File: src/rtl/uart_rx_ctrl.sv
`default_nettype none
// ============================================================================
//  Module      : uart_rx_ctrl
//  Description : UART receive controller. Drives the external edge/bit
//                counter enable, majority-votes three mid-bit samples of
//                RX_IN, deserializes LSB-first and checks start, parity and
//                stop bits. Good bytes are delivered with a Data_Valid pulse.
//  Revision    : 1.0 - initial release
// ============================================================================
module uart_rx_ctrl #(
    parameter int Data_Width = 8,
    parameter int B_C_W      = $clog2(Data_Width + 4)
) (
    input  logic                  CLK,
    input  logic                  RST,
    input  logic                  RX_IN,
    input  logic [5:0]            Prescale,
    input  logic                  PAR_EN,
    input  logic                  PAR_TYP,
    input  logic [5:0]            Edge_Count,
    input  logic [B_C_W-1:0]      Bit_Count,
    output logic                  Cnt_En,
    output logic [Data_Width-1:0] P_DATA,
    output logic                  Data_Valid,
    output logic                  Parity_Error,
    output logic                  Stop_Error
);

    typedef enum logic [2:0] {
        IDLE   = 3'd0,
        START  = 3'd1,
        DATA   = 3'd2,
        PARITY = 3'd3,
        STOP   = 3'd4
    } state_t;

    // Bit_Count value of the last data bit
    localparam logic [B_C_W-1:0] c_last_data_idx = B_C_W'(Data_Width);

    state_t                r_state;
    logic [Data_Width-1:0] r_shift;
    logic                  r_par_err;
    logic                  r_samp0;
    logic                  r_samp1;
    logic                  r_samp2;

    logic [5:0]            w_mid;
    logic                  w_last;
    logic                  w_at_samp0;
    logic                  w_at_samp1;
    logic                  w_at_samp2;
    logic                  w_at_stop_eval;
    logic                  w_vote;
    logic                  w_exp_par;
    logic [Data_Width:0]   w_shift_cat;
    logic [Data_Width-1:0] w_shift_nxt;

    assign w_mid          = {1'b0, Prescale[5:1]};
    assign w_last         = (Edge_Count == (Prescale - 6'd1));
    assign w_at_samp0     = (Edge_Count == (w_mid - 6'd1));
    assign w_at_samp1     = (Edge_Count == w_mid);
    assign w_at_samp2     = (Edge_Count == (w_mid + 6'd1));
    // Stop bit is judged early so the FSM is idle before the next start bit
    assign w_at_stop_eval = (Edge_Count == (w_mid + 6'd2));

    // Any single corrupted sample is outvoted by the other two
    assign w_vote    = (r_samp0 & r_samp1) | (r_samp0 & r_samp2) | (r_samp1 & r_samp2);
    assign w_exp_par = (^r_shift) ^ PAR_TYP;

    // Right shift with the new bit entering at the MSB (LSB-first line order)
    assign w_shift_cat = {w_vote, r_shift};
    assign w_shift_nxt = w_shift_cat[Data_Width:1];

    // Capture RX_IN at the three sample points around mid-bit
    always_ff @(posedge CLK or negedge RST) begin
        if (!RST) begin
            r_samp0 <= 1'b0;
            r_samp1 <= 1'b0;
            r_samp2 <= 1'b0;
        end else if (Cnt_En) begin
            if (w_at_samp0) r_samp0 <= RX_IN;
            if (w_at_samp1) r_samp1 <= RX_IN;
            if (w_at_samp2) r_samp2 <= RX_IN;
        end
    end

    // Frame state machine with registered counter enable and result pulses
    always_ff @(posedge CLK or negedge RST) begin
        if (!RST) begin
            r_state      <= IDLE;
            Cnt_En       <= 1'b0;
            P_DATA       <= '0;
            Data_Valid   <= 1'b0;
            Parity_Error <= 1'b0;
            Stop_Error   <= 1'b0;
            r_shift      <= '0;
            r_par_err    <= 1'b0;
        end else begin
            Data_Valid   <= 1'b0;
            Parity_Error <= 1'b0;
            Stop_Error   <= 1'b0;
            case (r_state)
                IDLE: begin
                    if (!RX_IN) begin
                        r_state   <= START;
                        Cnt_En    <= 1'b1;
                        r_par_err <= 1'b0;
                    end
                end
                START: begin
                    if (w_last) begin
                        if (w_vote) begin
                            // line was high at mid-bit: glitch, not a start bit
                            r_state <= IDLE;
                            Cnt_En  <= 1'b0;
                        end else begin
                            r_state <= DATA;
                        end
                    end
                end
                DATA: begin
                    if (w_last) begin
                        r_shift <= w_shift_nxt;
                        if (Bit_Count == c_last_data_idx) begin
                            r_state <= PAR_EN ? PARITY : STOP;
                        end
                    end
                end
                PARITY: begin
                    if (w_last) begin
                        r_par_err <= (w_vote != w_exp_par);
                        r_state   <= STOP;
                    end
                end
                STOP: begin
                    if (w_at_stop_eval) begin
                        r_state <= IDLE;
                        Cnt_En  <= 1'b0;
                        if (r_par_err || !w_vote) begin
                            Parity_Error <= r_par_err;
                            Stop_Error   <= ~w_vote;
                        end else begin
                            P_DATA     <= r_shift;
                            Data_Valid <= 1'b1;
                        end
                    end
                end
                default: begin
                    r_state <= IDLE;
                    Cnt_En  <= 1'b0;
                end
            endcase
        end
    end

endmodule
`default_nettype wire

File: config.mk
export PLATFORM = sky130hd
export DESIGN_NAME = uart_rx_ctrl
export DESIGN_NICKNAME = d
export VERILOG_FILES = /design/src/rtl/uart_rx_ctrl.sv
export SDC_FILE = /design/constraint.sdc
export NUM_CORES = 1
export LEC_CHECK = 0
export ABC_AREA = 1
export BUFFER_PORTS_ARGS = -buffer_cell sky130_fd_sc_hd__buf_2
export CAP_MARGIN = 40
export CORE_AREA = 2 2 109 85
export DETAILED_ROUTE_END_ITERATION = 8
export DIE_AREA = 0 0 111 87
export PLACE_DENSITY = 0.53
export SYNTH_ARGS = -nofsm -noshare
export SYNTH_HDL_FRONTEND = slang
export SYNTH_SLANG_ARGS = --single-unit
File: constraint.sdc
create_clock -name CLK -period 1.6 [get_ports CLK]
set_input_delay 0.32 -clock CLK [delete_from_list [all_inputs] [get_ports CLK]]
set_output_delay 0.32 -clock CLK [all_outputs]
set_load 0.03 [all_outputs]
* Yosys cells after proc, flatten, opt, wreduce, memory -nomap -nowiden *
Index checks and enable logic that the tools add are counted.

cells by class
  $add $sub $neg = 4
  equality and inequality tests = 18
  muxes and demuxes = 26
  bitwise logic cells = 9
  reduce and logical (&&, ||, !) cells = 14

operator list
  cell                                                                 number
  6-bit == test                                                        4
  3-bit 2-to-1 mux                                                     7
  1-bit 2-to-1 mux                                                     15
  3-bit case mux with 5 select lines                                   1
  2-bit != test (second input constant)                                7
  2-bit AND reduction                                                  4
  8-bit XOR reduction                                                  1
  5-bit by 1-bit adder with 6-bit output (second input constant)       1
  5-bit by 2-bit adder with 6-bit output (second input constant)       1
  3-bit by 2-bit == test with 1-bit output (second input constant)     2
  6-bit by 5-bit == test with 1-bit output                             1
  3-bit AND reduction                                                  2
  6-bit AND reduction                                                  1
  5-bit by 1-bit subtractor with 6-bit output (second input constant)  1
  6-bit by 1-bit subtractor with 6-bit output (second input constant)  1
  5-bit AND reduction                                                  1
  4-bit == test (second input constant)                                1
  1-bit case mux with 4 select lines                                   1
  1-bit AND                                                            3
  3-bit by 1-bit == test with 1-bit output (second input constant)     1
  3-bit == test (second input constant)                                1
  3-bit zero test                                                      1
  1-bit inverter                                                       3
  2-bit 2-to-1 mux                                                     1
  other kinds (8)                                                      9

word-level totals
  register bits = 27
  bits of input ports = 21
  output and inout bits = 12
  word-level logic and storage cells = 82

* Logic depth before layout (Yosys ltp) *
Gate-level depths: netlist (run 1).

  depth in word-level cells = 8
  mapped depth = 14

* Worst setup path before layout (run 1) *
No wires, ideal clock.

  kind = in2reg
  start = in Prescale[3]
  end = reg r_state[0]
  library setup time = 120 ps
  data arrival time = 1640 ps
  required time = 1480 ps
  path slack = -160 ps
  stages on the path = 13
  path buffers = 1
  path through = buf_4 inv_2 ha_1 inv_1 nand2_1 nand2_1 nand3_1 nor2_4 nand2_1 a21oi_2 nand2_2 o21ai_1 nand2_1

on the way
  cells in the longest elaborated chain, start to end = 4

ends and longest elaborated chain
  element                                                                                                       RTL line  RTL
  start: declaration                                                                                            17        input logic [5:0] Prescale,
  6-bit by 1-bit subtractor with 6-bit output / 5-bit by 2-bit adder with 6-bit output (equally long branches)  59, 64
  6-bit == test (on tied branches)                                                                              59, 64
  2-bit != test (no source line)                                                                                n/a
  6-bit AND reduction (no source line) (*)                                                                      n/a
  end signal: assignment                                                                                        125       r_state <= PAR_EN ? PARITY : STOP;
  end: declaration                                                                                              40        state_t r_state;

Mark *: on every way between the ends. The rest lies on a longest branch, timed or not.
A chain may end at the register's enable or synchronous reset.

* Final worst setup path (run 1) *
  start = in Prescale[2]
  end = reg r_state[2]

The elaborated chain is that of the path after synthesis.

==> metrics.md, run 1 <==
| Metric | Value |
|---|---|
| Setup crit start kind | `input pin` |
| Status | `complete, but fails checks` |
| Register area share after synthesis | `0.322` |
| Slew @ Worst Pin | `0.615 ns` |
| Slowest stage delay, CP | `0.30 ns` |
| Crit. End Element | `flop` |
| Number of global-route vias before repair | `1967` |
| Synth Warn # | `0` |
| Via density | `4.22` |
| Num Clock Sinks | `27` |
| Setup ws final | `-0.0175 ns` |
| Commonest non-fill, non-tap cells in the layout | `nand2_1 (82), inv_1 (47), buf_4 (32)` |
| Clk pwr share | `0.221` |
| Buf/Inv on CP | `5` |
| # hold bufs at CTS | `0` |
| Finish-stage setup viols | `3` |
| Crit path top cell by count | `nand2_1` |
| Site row count | `30` |
| Hold Fails Final Rpt | `0` |
| Global Route Usage Sum | `0.108` |
| Synth-to-layout area growth | `40.9%` |
| Final-layout fill cell count | `900` |
| Ant. Diodes | `0` |
| Failing checks | `negative setup slack` |
| Top cells by area, synth | `dfrtp_1 (32%), nand2_1 (16%), inv_1 (9.5%)` |
| Multi-input gate area | `1300 µm²` |
| Post-Synthesis Cells | `298` |
| Synthesized area per cell | `7.05 µm²` |
| First-pass GRT wire length | `8.75 mm` |
| Peak VDD IR | `542 µV` |
| Grt total ovfl | `0` |
| Fmax | `618 MHz` |
| Data arrival time of the critical path | `1.77 ns` |
| Leakage | `1.63 nW` |
| Slew Limit Fails | `0` |
| Share of cells above drive strength 1 | `0.388` |
| Num CTS Buffers | `3` |
| Gp weighted congestion | `0.792` |
| Core area | `8670 µm²` |
| CTS tree | `built` |
| H-tree Lvls | `1` |
| Dpl hpwl | `3.99 mm` |
| Internal power | `0.00155 W` |
| Wire per inst | `10.7 µm` |
| Count of cell types in the netlist | `32` |
| Max-cap violation count | `0` |
| Seq pwr share | `0.354` |
| I/O pins | `33` |
| Die area | `9660 µm²` |
| Mapped cell area | `2100 µm²` |
| Crit path time final | `1.62 ns` |
| Cell breakdown of the critical path | `buf_8 > clkinvlp_4 > ha_4 > nand2_1 > nand2_1 > nand3_2 > nor2_4 > nand2_2 > buf_6 > buf_4 > buf_4 > nand2_2 > nand2_1` |
| Finished Cell Area | `2960 µm²` |
| Reg area | `676 µm²` |
| Combinational cell fraction of total power | `0.425` |
| Register bit total from synthesis | `27` |
| CP max-delay cell | `ha_4` |
| Final period util | `1.01` |
| DR iter-0 viols | `91` |
| Final wirelength | `5.16 mm` |
| # nets final | `400` |
| Placed instance area | `2660 µm²` |
| Hold Crit Class | `input pin to async pin` |
| Sw Share | `0.388` |
| Antenna violations before repair | `0` |
| Yosys top cell area share | `0.322` |
| Port bufs | `32` |
| Die X | `111 µm` |
| Critical path type | `input pin to flop` |
| Commonest non-fill, non-tap cell in the layout | `nand2_1` |
| Longest Clk Path Bufs | `2` |
| RSZ-0062 raised after global routing | `true` |
| Hold_ws | `0.0738 ns` |
| CTS root buffer | `clkbuf_16` |
| Initial Utilization | `0.242` |
| Worst Path Max Fanout | `5` |
| Net Count, Synth | `326` |
| Final ANT Viol Nets | `0` |
| DRT Pass-1 Iters | `4` |
| Setup TNS Final | `-0.0196 ns` |
| Largest net degree at the start of global routing | `28` |
| Clk slew on worst S/H paths | `0.06 ns` |
| Synth area leader | `dfrtp_1` |
| WP data required | `1.75 ns` |
| P_sw | `0.000980 W` |
| Via Count | `2036` |
| Worst path top cell family by delay | `buffers and inverters` |
| Slew margin rel. | `0.590` |
| Die height | `87 µm` |
| Fin Clk Skew | `0.00124 ns` |
| Clock Latency Late Sink | `0.25 ns` |
| DRC viols | `0` |
| PwrDens | `855 nW/µm²` |
[kinds of logic after synthesis]
logic type,share of synthesized area
adders and majority gates,0.0417
DFF,0.322
buffers and inverters,0.123
xor gates and xnor gates,0.0542
AOI/OAI and AO/OA,0.111
and+or+nand+nor,0.349
[what timing repair did]
action                                  4_1_cts  5_1_grt
gates resized for setup                       3       33
gates cloned                                  1        1
endpoints found under the setup margin        9       23
buffers inserted                              5        3
endpoints found under the hold margin         0        0
pin swaps                                     8       13
[sequential cells by signal (all words and copies together) (netlist names)]
| register | count |
|---|---|
| r_samp0 | 1 |
| r_state | 3 |
| r_samp2 | 1 |
| Data_Valid | 1 |
| Stop_Error | 1 |
| r_par_err | 1 |
| Cnt_En | 1 |
| P_DATA | 8 |
| r_samp1 | 1 |
| r_shift | 8 |
| Parity_Error | 1 |
[Yosys cell counts (all sizes together)]
library cell / instances
xnor2: 6
nand2: 99
nor3: 4
nor2: 21
xor2: 7
a22oi: 1
inv: 57
o211ai: 1
buf: 4
a21boi: 2
nand3b: 2
a21oi: 14
ha: 7
nand3: 23
nand4: 4
o21ai: 16
or2: 2
a211oi: 1
dfrtp: 27
[worst register-to-register path, stage by stage (launching register included)]
cell and delay (ns):
dfrtp_1 0.40, or2_2 0.31, nand2_2 0.10, buf_4 0.13
or2_2 0.09, nand2_1 0.05, nand3b_1 0.15, nand2_1 0.08
nand2_1 0.05, o21ai_1 0.13
[area by class of cell]
type / instances / area share
inverters: 57 / 0.0770
repair buffers: 72 / 0.183
flip-flops and latches: 27 / 0.228
well taps: 112 / 0.0474
clock buffers: 4 / 0.0266
multi-input cells: 211 / 0.438
[metrics by stage]
step                      worst slack, ns  cells  total power [W]   util
after floorplan                   -0.0196    298          0.00160      -
after global placement             -0.322    469          0.00187  0.306
after detailed placement           -0.328    469          0.00188  0.306
after CTS                         0.00613    479          0.00247  0.322
after global routing               -0.122    483          0.00275  0.341
final                             -0.0175    483          0.00253  0.341
[routing by layer]
metal  share of wire  up-vias  global-route usage
li1                -     1072                   -
met1            0.52      936               0.148
met2            0.44       26               0.189
met3           0.028        2              0.0167
met4          0.0048        0              0.0102
met5               0        -                   0
[power groups by stage]
| stage | Combinational, W | Sequential (W) | Clock (W) |
|---|---|---|---|
| floorplan | 0.000712 | 0.000893 | 0 |
| global placement | 0.000972 | 0.000898 | 0 |
| detailed placement | 0.000982 | 0.000901 | 0 |
| CTS | 0.000999 | 0.000888 | 0.000583 |
| global route | 0.00123 | 0.000911 | 0.000610 |
| finish | 0.00108 | 0.000894 | 0.000559 |
[final timing paths]
check / end / slack (ns) / cells past startpoint / from
max reg2reg: r_par_err / 0.04 / 9 / r_samp0
min reg2reg: P_DATA[2] / 0.48 / 2 / P_DATA[2]
min in group CLK: r_state[2] / 0.40 / 4 / PAR_EN
min: r_samp0 / 0.07 / 1 / RST
max: r_state[2] / -0.02 / 13 / Prescale[2]
max in group asynchronous: Cnt_En / 1.12 / 1 / RST
No activity file was read; power rests on OpenSTA's default activity.
==> inputs of run 2 (changes only) <==
--- a/config.mk
+++ b/config.mk
@@ -9,6 +9,7 @@
 export BUFFER_PORTS_ARGS = -buffer_cell sky130_fd_sc_hd__buf_2
 export CAP_MARGIN = 40
 export CORE_AREA = 2 2 109 85
+export CTS_CLUSTER_SIZE = 24
 export DETAILED_ROUTE_END_ITERATION = 8
 export DIE_AREA = 0 0 111 87
 export PLACE_DENSITY = 0.53
==> constraint.sdc (replaced) <==
create_clock -name CLK -period 2 [get_ports CLK]
set_input_delay 0.4 -clock CLK [delete_from_list [all_inputs] [get_ports CLK]]
set_output_delay 0.4 -clock CLK [all_outputs]
set_load 0.03 [all_outputs]
==> run 2 against run 1 <==
Against the previous run: the run now ends clean; clock-buffer cell count unchanged; non-clock buffer count decreased by 27; setup slack improved by 0.25 ns; combinational power is 31% lower; utilization shrank 4.7 points; via count down 8.6%; wire length shrank 9.7%; sequential power shrank 20%; register-to-register slack gained 0.33 ns; total power shrank 24%; critical path type unchanged; largest power group unchanged.
==> metrics.md, run 2 (same netlist as run 1, synthesis figures left out) <==
| Metric | Value |
|---|---|
| Metal2 WL | `1.94 mm (was 2.29 mm)` |
| WP data required | `2.15 ns (was 1.75 ns)` |
| Critical path type | `input pin to flop (unchanged)` |
| Clock Latency Late Sink | `0.26 ns (was 0.25 ns)` |
| Clk pwr share | `0.236 (was 0.221)` |
| Number of global-route vias before repair | `1674 (was 1967)` |
| Final period util | `0.882` |
| Ant. Diodes | `0 (unchanged)` |
| Seq pwr share | `0.372 (was 0.354)` |
| Placed instance area | `2470 µm² (was 2660 µm²)` |
| Data arrival time of the critical path | `1.91 ns (was 1.77 ns)` |
| DR WL met3 | `112 µm (was 142 µm)` |
| Initial Utilization | `0.242 (unchanged)` |
| Leakage | `1.46 nW (was 1.63 nW)` |
| Setup Buffers After CTS | `0 (was 5)` |
| Die X | `111 µm (unchanged)` |
| Final Non-Filler Cells | `455 (was 483)` |
| Finished Cell Area | `2550 µm² (was 2960 µm²)` |
| Port bufs | `32 (unchanged)` |
| Sw Share | `0.383 (was 0.388)` |
| Worst Path Max Fanout | `4 (was 5)` |
| Status | `completed (was complete, but fails checks)` |
| Tot Pwr | `0.00191 W (was 0.00253 W)` |
| Slew margin rel. | `0.601 (was 0.590)` |
| Fin Clk Skew | `0.00273 ns (was 0.00124 ns)` |
| R2r endpoint | `P_DATA[5] (was r_par_err)` |
| Share of cells above drive strength 1 | `0.251 (was 0.388)` |
| RSZ-0062 raised after global routing | `false (was true)` |
| Largest net degree at the start of global routing | `28 (unchanged)` |
| Setup ws final | `0.237 ns (was -0.0175 ns)` |
| Gp weighted congestion | `0.885 (was 0.792)` |
| CTS root buffer | `clkbuf_16 (unchanged)` |
| CTS tree | `built (unchanged)` |
| Final-layout fill cell count | `934 (was 900)` |
| Commonest non-fill, non-tap cells in the layout | `nand2_1 (89), inv_1 (53), buf_2 (32) (was nand2_1 (82), inv_1 (47), buf_4 (32))` |
| Combinational cell fraction of total power | `0.392 (was 0.425)` |
| Crit path time final | `1.76 ns` |
| First-pass GRT wire length | `8.07 mm (was 8.75 mm)` |
| Wire per inst | `10.2 µm (was 10.7 µm)` |
| Slew @ Worst Pin | `0.598 ns (was 0.615 ns)` |
| Global Route Usage Sum | `0.101 (was 0.108)` |
| Num Clock Sinks | `27 (unchanged)` |
| Hold Crit Class | `input pin to async pin (unchanged)` |
| Antenna violations before repair | `0 (unchanged)` |
| Final ANT Viol Nets | `0 (unchanged)` |
| Synth-to-layout area growth | `21.3% (was 40.9%)` |
| Post_cts resized | `0 (was 3)` |
| Max-cap violation count | `0 (unchanged)` |
| Site row count | `30 (unchanged)` |
| Commonest non-fill, non-tap cell in the layout | `nand2_1 (unchanged)` |
| Slew Limit Fails | `0 (unchanged)` |
| Internal power | `0.00118 W (was 0.00155 W)` |
| Setup crit start kind | `input pin (unchanged)` |
| I/O pins | `33 (unchanged)` |
| Core area | `8670 µm² (unchanged)` |
| Finish-stage setup viols | `0 (was 3)` |
| PwrDens | `751 nW/µm² (was 855 nW/µm²)` |
| DR top layer | `met4 (unchanged)` |
| DRT Pass-1 Iters | `4 (unchanged)` |
| Num CTS Buffers | `3 (unchanged)` |
| # hold bufs at CTS | `0 (unchanged)` |
| # nets final | `372 (was 400)` |
| Dpl hpwl | `3.80 mm (was 3.99 mm)` |
| Largest registers | `P_DATA (8), r_shift (8), r_state (3) (unchanged)` |
| Via Count | `1861 (was 2036)` |
| Final wirelength | `4.66 mm (was 5.16 mm)` |
| Grt total ovfl | `0 (unchanged)` |
| Clk slew on worst S/H paths | `0.06 ns (about the same)` |
| Die height | `87 µm (unchanged)` |
| P_sw | `0.000733 W (was 0.000980 W)` |
| DR iter-0 viols | `57 (was 91)` |
| Dpl ws | `-0.0292 ns (was -0.328 ns)` |
| WL met1 | `2.55 mm (was 2.70 mm)` |
| H-tree Lvls | `1 (unchanged)` |
| Flop2flop setup slack | `0.37 ns (was 0.04 ns)` |
| Hold Fails Final Rpt | `0 (unchanged)` |
| Die area | `9660 µm² (unchanged)` |
| Dpl cells | `451 (was 469)` |
| Via density | `4.09 (was 4.22)` |
| Peak VDD IR | `312 µV (was 542 µV)` |
| Crit. End Element | `flop (unchanged)` |
| Setup TNS Final | `0 ns (was -0.0196 ns)` |
| Fmax | `567 MHz` |
| Longest Clk Path Bufs | `2 (unchanged)` |
| Reg2reg start | `r_samp0 (unchanged)` |
| DRC viols | `0 (unchanged)` |
| Worst Reg-to-Reg Cells | `8 (was 9)` |
## run 2: per-stage QoR
step / hold WS [ns] / utilization
floorplan: 0.104 / -
global placement: 0.454 / 0.285
detailed placement: 0.452 / 0.285
CTS: 0.171 / 0.294
global route: 0.200 / 0.294
finish: 0.142 / 0.294
## run 2: how the worst max path moves through the flow
stage | start | slack, ns | to
final | Prescale[3] | 0.24 | r_state[0]
after global routing | Prescale[2] | 0.09 | r_shift[6]
after CTS | Prescale[2] | 0.24 | r_shift[6]
after detailed placement | Prescale[2] | -0.03 | r_state[0]
after global placement | Prescale[3] | -0.03 | r_state[0]
after floorplan | Prescale[3] | 0.16 | r_state[0]
## run 2: power by group through the flow
stage / registers [W] / clock network (W) / logic, W
after global placement: 0.000718 / 0 / 0.000740
final: 0.000712 / 0.000452 / 0.000749
after CTS: 0.000709 / 0.000466 / 0.000752
after global routing: 0.000728 / 0.000486 / 0.000860
after detailed placement: 0.000720 / 0 / 0.000747
after floorplan: 0.000714 / 0 / 0.000560
## run 2: cell type report
cell class / instances / area [µm²] / share of cell area
flip-flops and latches: 27 / 676 / 0.265
repair buffers: 45 / 270 / 0.106
multi-input cells: 210 / 1170 / 0.458
clock buffers: 4 / 78.8 / 0.0309
inverters: 57 / 216 / 0.0850
well taps: 112 / 140 / 0.0550
## run 2: worst max-delay path: stages
cell and delay [ns]:
buf_2 0.12, inv_2 0.06, ha_1 0.28, inv_1 0.06, nand2_1 0.04, nand2_1 0.07, nand3_1 0.13, nor2_4 0.19
nand2_1 0.10, a21oi_2 0.18, nand2_2 0.09, o21ai_1 0.14, nand2_1 0.06
## run 2: per-layer routing
metal | vias to the layer above | GRT usage
li1 | 1012 | -
met1 | 816 | 0.154
met2 | 27 | 0.148
met3 | 6 | 0.0167
met4 | 0 | 0.0273
met5 | - | 0
==> inputs of run 3 (changes only) <==
--- a/config.mk
+++ b/config.mk
@@ -8,11 +8,14 @@
 export ABC_AREA = 1
 export BUFFER_PORTS_ARGS = -buffer_cell sky130_fd_sc_hd__buf_2
 export CAP_MARGIN = 40
+export CELL_PAD_IN_SITES_DETAIL_PLACEMENT = 0
+export CELL_PAD_IN_SITES_GLOBAL_PLACEMENT = 2
 export CORE_AREA = 2 2 109 85
 export CTS_CLUSTER_SIZE = 24
 export DETAILED_ROUTE_END_ITERATION = 8
 export DIE_AREA = 0 0 111 87
-export PLACE_DENSITY = 0.53
+export PLACE_DENSITY = 0.76
+export RECOVER_POWER = 50
 export SYNTH_ARGS = -nofsm -noshare
 export SYNTH_HDL_FRONTEND = slang
 export SYNTH_SLANG_ARGS = --single-unit
==> run 3 against run 2 <==
Against the previous run: via count up 1.1%; first-iteration DRC count up 21%; die area unchanged; largest cell class unchanged; wire length up 4.7%; clock skew down 0.00063 ns; non-clock buffer count up 6; cell count up 1.3%; register-to-register slack worse by 0.02 ns; clock-buffer cell count down 1; setup slack worse by 0.027 ns.
==> metrics.md, run 3 (same netlist as run 1, synthesis figures left out) <==
| Metric | Value |
|---|---|
| Status | `completed (unchanged)` |
| CTS root buffer | `clkbuf_16 (unchanged)` |
| Internal power | `0.00118 W (about the same)` |
| Slew Limit Fails | `0 (unchanged)` |
| Number of global-route vias before repair | `1746 (was 1674)` |
| Crit path top cell by count | `inv_1 (was nand2_1)` |
| Post_cts resized | `0 (unchanged)` |
| Crit. End Element | `flop (unchanged)` |
| Antenna violations before repair | `0 (unchanged)` |
| # nets final | `378 (was 372)` |
| Final wirelength | `4.88 mm (was 4.66 mm)` |
| Peak VDD IR | `353 µV (was 312 µV)` |
| Leakage | `1.46 nW (about the same)` |
| Finished Cell Area | `2590 µm² (was 2550 µm²)` |
| Setup ws final | `0.210 ns (was 0.237 ns)` |
| Flop2flop setup slack | `0.35 ns (was 0.37 ns)` |
| Gp weighted congestion | `0.751 (was 0.885)` |
| RSZ-0062 raised after global routing | `false (unchanged)` |
| DRT Pass-1 Iters | `5 (was 4)` |
| Met2 global-route usage | `0.156 (was 0.148)` |
| Slew margin rel. | `0.0257 (was 0.601)` |
| Fmax | `559 MHz (was 567 MHz)` |
| Longest Clk Path Bufs | `2 (unchanged)` |
| Tot Pwr | `0.00194 W (was 0.00191 W)` |
| Via Count | `1882 (was 1861)` |
| P_sw | `0.000761 W (was 0.000733 W)` |
| Dpl ws | `-0.0832 ns (was -0.0292 ns)` |
| Clk slew on worst S/H paths | `0.07 ns (was 0.06 ns)` |
| Placed instance area | `2490 µm² (was 2470 µm²)` |
| Die height | `87 µm (unchanged)` |
| Finish-stage setup viols | `0 (unchanged)` |
| Initial Utilization | `0.242 (unchanged)` |
| CTS tree | `built (unchanged)` |
| # hold bufs at CTS | `0 (unchanged)` |
| WP data required | `2.16 ns (was 2.15 ns)` |
| DRC viols | `0 (unchanged)` |
| Hold Fails Final Rpt | `0 (unchanged)` |
| Cell breakdown of the critical path | `buf_2 > inv_1 > ha_1 > inv_1 > nand2_1 > nand2_1 > nand3_1 > nor2_4 > nand4_4 > buf_4 > a21oi_1 > inv_1 (was buf_2 > inv_2 > ha_1 > inv_1 > nand2_1 > nand2_1 > nand3_1 > nor2_4 > nand2_1 > a21oi_2 > nand2_2 > o21ai_1 > nand2_1)` |
| Die area | `9660 µm² (unchanged)` |
| Worst Reg-to-Reg Cells | `8 (unchanged)` |
| Core area | `8670 µm² (unchanged)` |
| Setup crit start kind | `input pin (unchanged)` |
| Synth-to-layout area growth | `23.2% (was 21.3%)` |
| Dpl hpwl | `4.06 mm (was 3.80 mm)` |
| Port bufs | `32 (unchanged)` |
| Slowest stage delay, CP | `0.27 ns (was 0.28 ns)` |
| Buf/Inv on CP | `5 (was 3)` |
| Fin Clk Skew | `0.00210 ns (was 0.00273 ns)` |
| Commonest non-fill, non-tap cell in the layout | `nand2_1 (unchanged)` |
| Commonest non-fill, non-tap cells in the layout | `nand2_1 (89), inv_1 (53), dfrtp_1 (27) (was nand2_1 (89), inv_1 (53), buf_2 (32))` |
| Clk pwr share | `0.245 (was 0.236)` |
| Site row count | `30 (unchanged)` |
| Via density | `4.08 (was 4.09)` |
| Global Route Usage Sum | `0.105 (was 0.101)` |
| Num Clock Sinks | `27 (unchanged)` |
| Seq pwr share | `0.366 (was 0.372)` |
| Combinational cell fraction of total power | `0.389 (was 0.392)` |
| Data arrival time of the critical path | `1.95 ns (was 1.91 ns)` |
| Sw Share | `0.392 (was 0.383)` |
| Setup Buffers After CTS | `0 (unchanged)` |
| CP max-delay cell | `ha_1 (unchanged)` |
| First-pass GRT wire length | `8.42 mm (was 8.07 mm)` |
| Final period util | `0.895 (was 0.882)` |
| Ant. Diodes | `0 (unchanged)` |
| Max-cap violation count | `0 (unchanged)` |
| Grt total ovfl | `0 (unchanged)` |
| Share of cells above drive strength 1 | `0.246 (was 0.251)` |
| Critical path type | `input pin to flop (unchanged)` |
| Crit path time final | `1.79 ns (was 1.76 ns)` |
| I/O pins | `33 (unchanged)` |
| Wire per inst | `10.6 µm (was 10.2 µm)` |
| Final ANT Viol Nets | `0 (unchanged)` |
| GR Util met1 | `0.165 (was 0.154)` |
| H-tree Lvls | `1 (unchanged)` |
| Num CTS Buffers | `3 (unchanged)` |
| Slew @ Worst Pin | `1.46 ns (was 0.598 ns)` |
| R2r endpoint | `P_DATA[3] (was P_DATA[5])` |
| Largest net degree at the start of global routing | `28 (unchanged)` |
| Worst Path Max Fanout | `11 (was 4)` |
| PwrDens | `750 nW/µm² (was 751 nW/µm²)` |
| Clock Latency Late Sink | `0.26 ns (about the same)` |
| GR Util met3 | `0.0104 (was 0.0167)` |
| Largest registers | `P_DATA (8), r_shift (8), r_state (3) (unchanged)` |
| Die X | `111 µm (unchanged)` |
| Hold Crit Class | `input pin to async pin (unchanged)` |
| DR iter-0 viols | `69 (was 57)` |
| Busiest grt layer | `met1 (unchanged)` |
| Worst path top cell family by delay | `simple AND/OR/NAND/NOR gates (unchanged)` |
| Reg2reg start | `r_samp0 (unchanged)` |
run 3: cell type report:
class / instances / area, µm²
clock inverter: 1 / 7.51
inverter: 57 / 216
fill: 943 / 6080
timing repair buffer: 51 / 307
multi-input combinational: 210 / 1170
clock buffer: 3 / 75.1
tap: 112 / 140
sequential: 27 / 676
run 3: worst max-delay path by stage:
stage,startpoint,end,cells after the start
2_1_floorplan,Prescale[3],r_state[0],13
3_5_place_dp,Prescale[3],P_DATA[3],12
6_report,Prescale[2],P_DATA[3],12
5_1_grt,Prescale[2],P_DATA[7],12
3_3_place_gp,Prescale[3],P_DATA[0],11
4_1_cts,Prescale[3],P_DATA[3],12
run 3: routing by layer:
layer  part of all wire  up-vias  wire [µm]
met5                  0        -          0
met4             0.0072        0         35
met3              0.041        4        199
met2               0.40       37       1930
met1               0.56      812       2710
li1                   -     1029          -
run 3: power groups by stage:
stage	Combinational, W	Sequential, W	Clock [W]
final	0.000755	0.000711	0.000476
after CTS	0.000764	0.000715	0.000484
after global routing	0.000881	0.000729	0.000503
after detailed placement	0.000755	0.000725	0
after floorplan	0.000560	0.000714	0
after global placement	0.000754	0.000720	0
run 3: metrics by stage:
stage,cells,hold slack [ns],setup TNS [ns],util
after floorplan,298,0.104,0,-
after global placement,454,0.449,-0.300,0.287
after detailed placement,454,0.461,-0.592,0.287
after CTS,458,0.175,0,0.297
after global routing,461,0.497,0,0.298
final,461,0.470,0,0.298
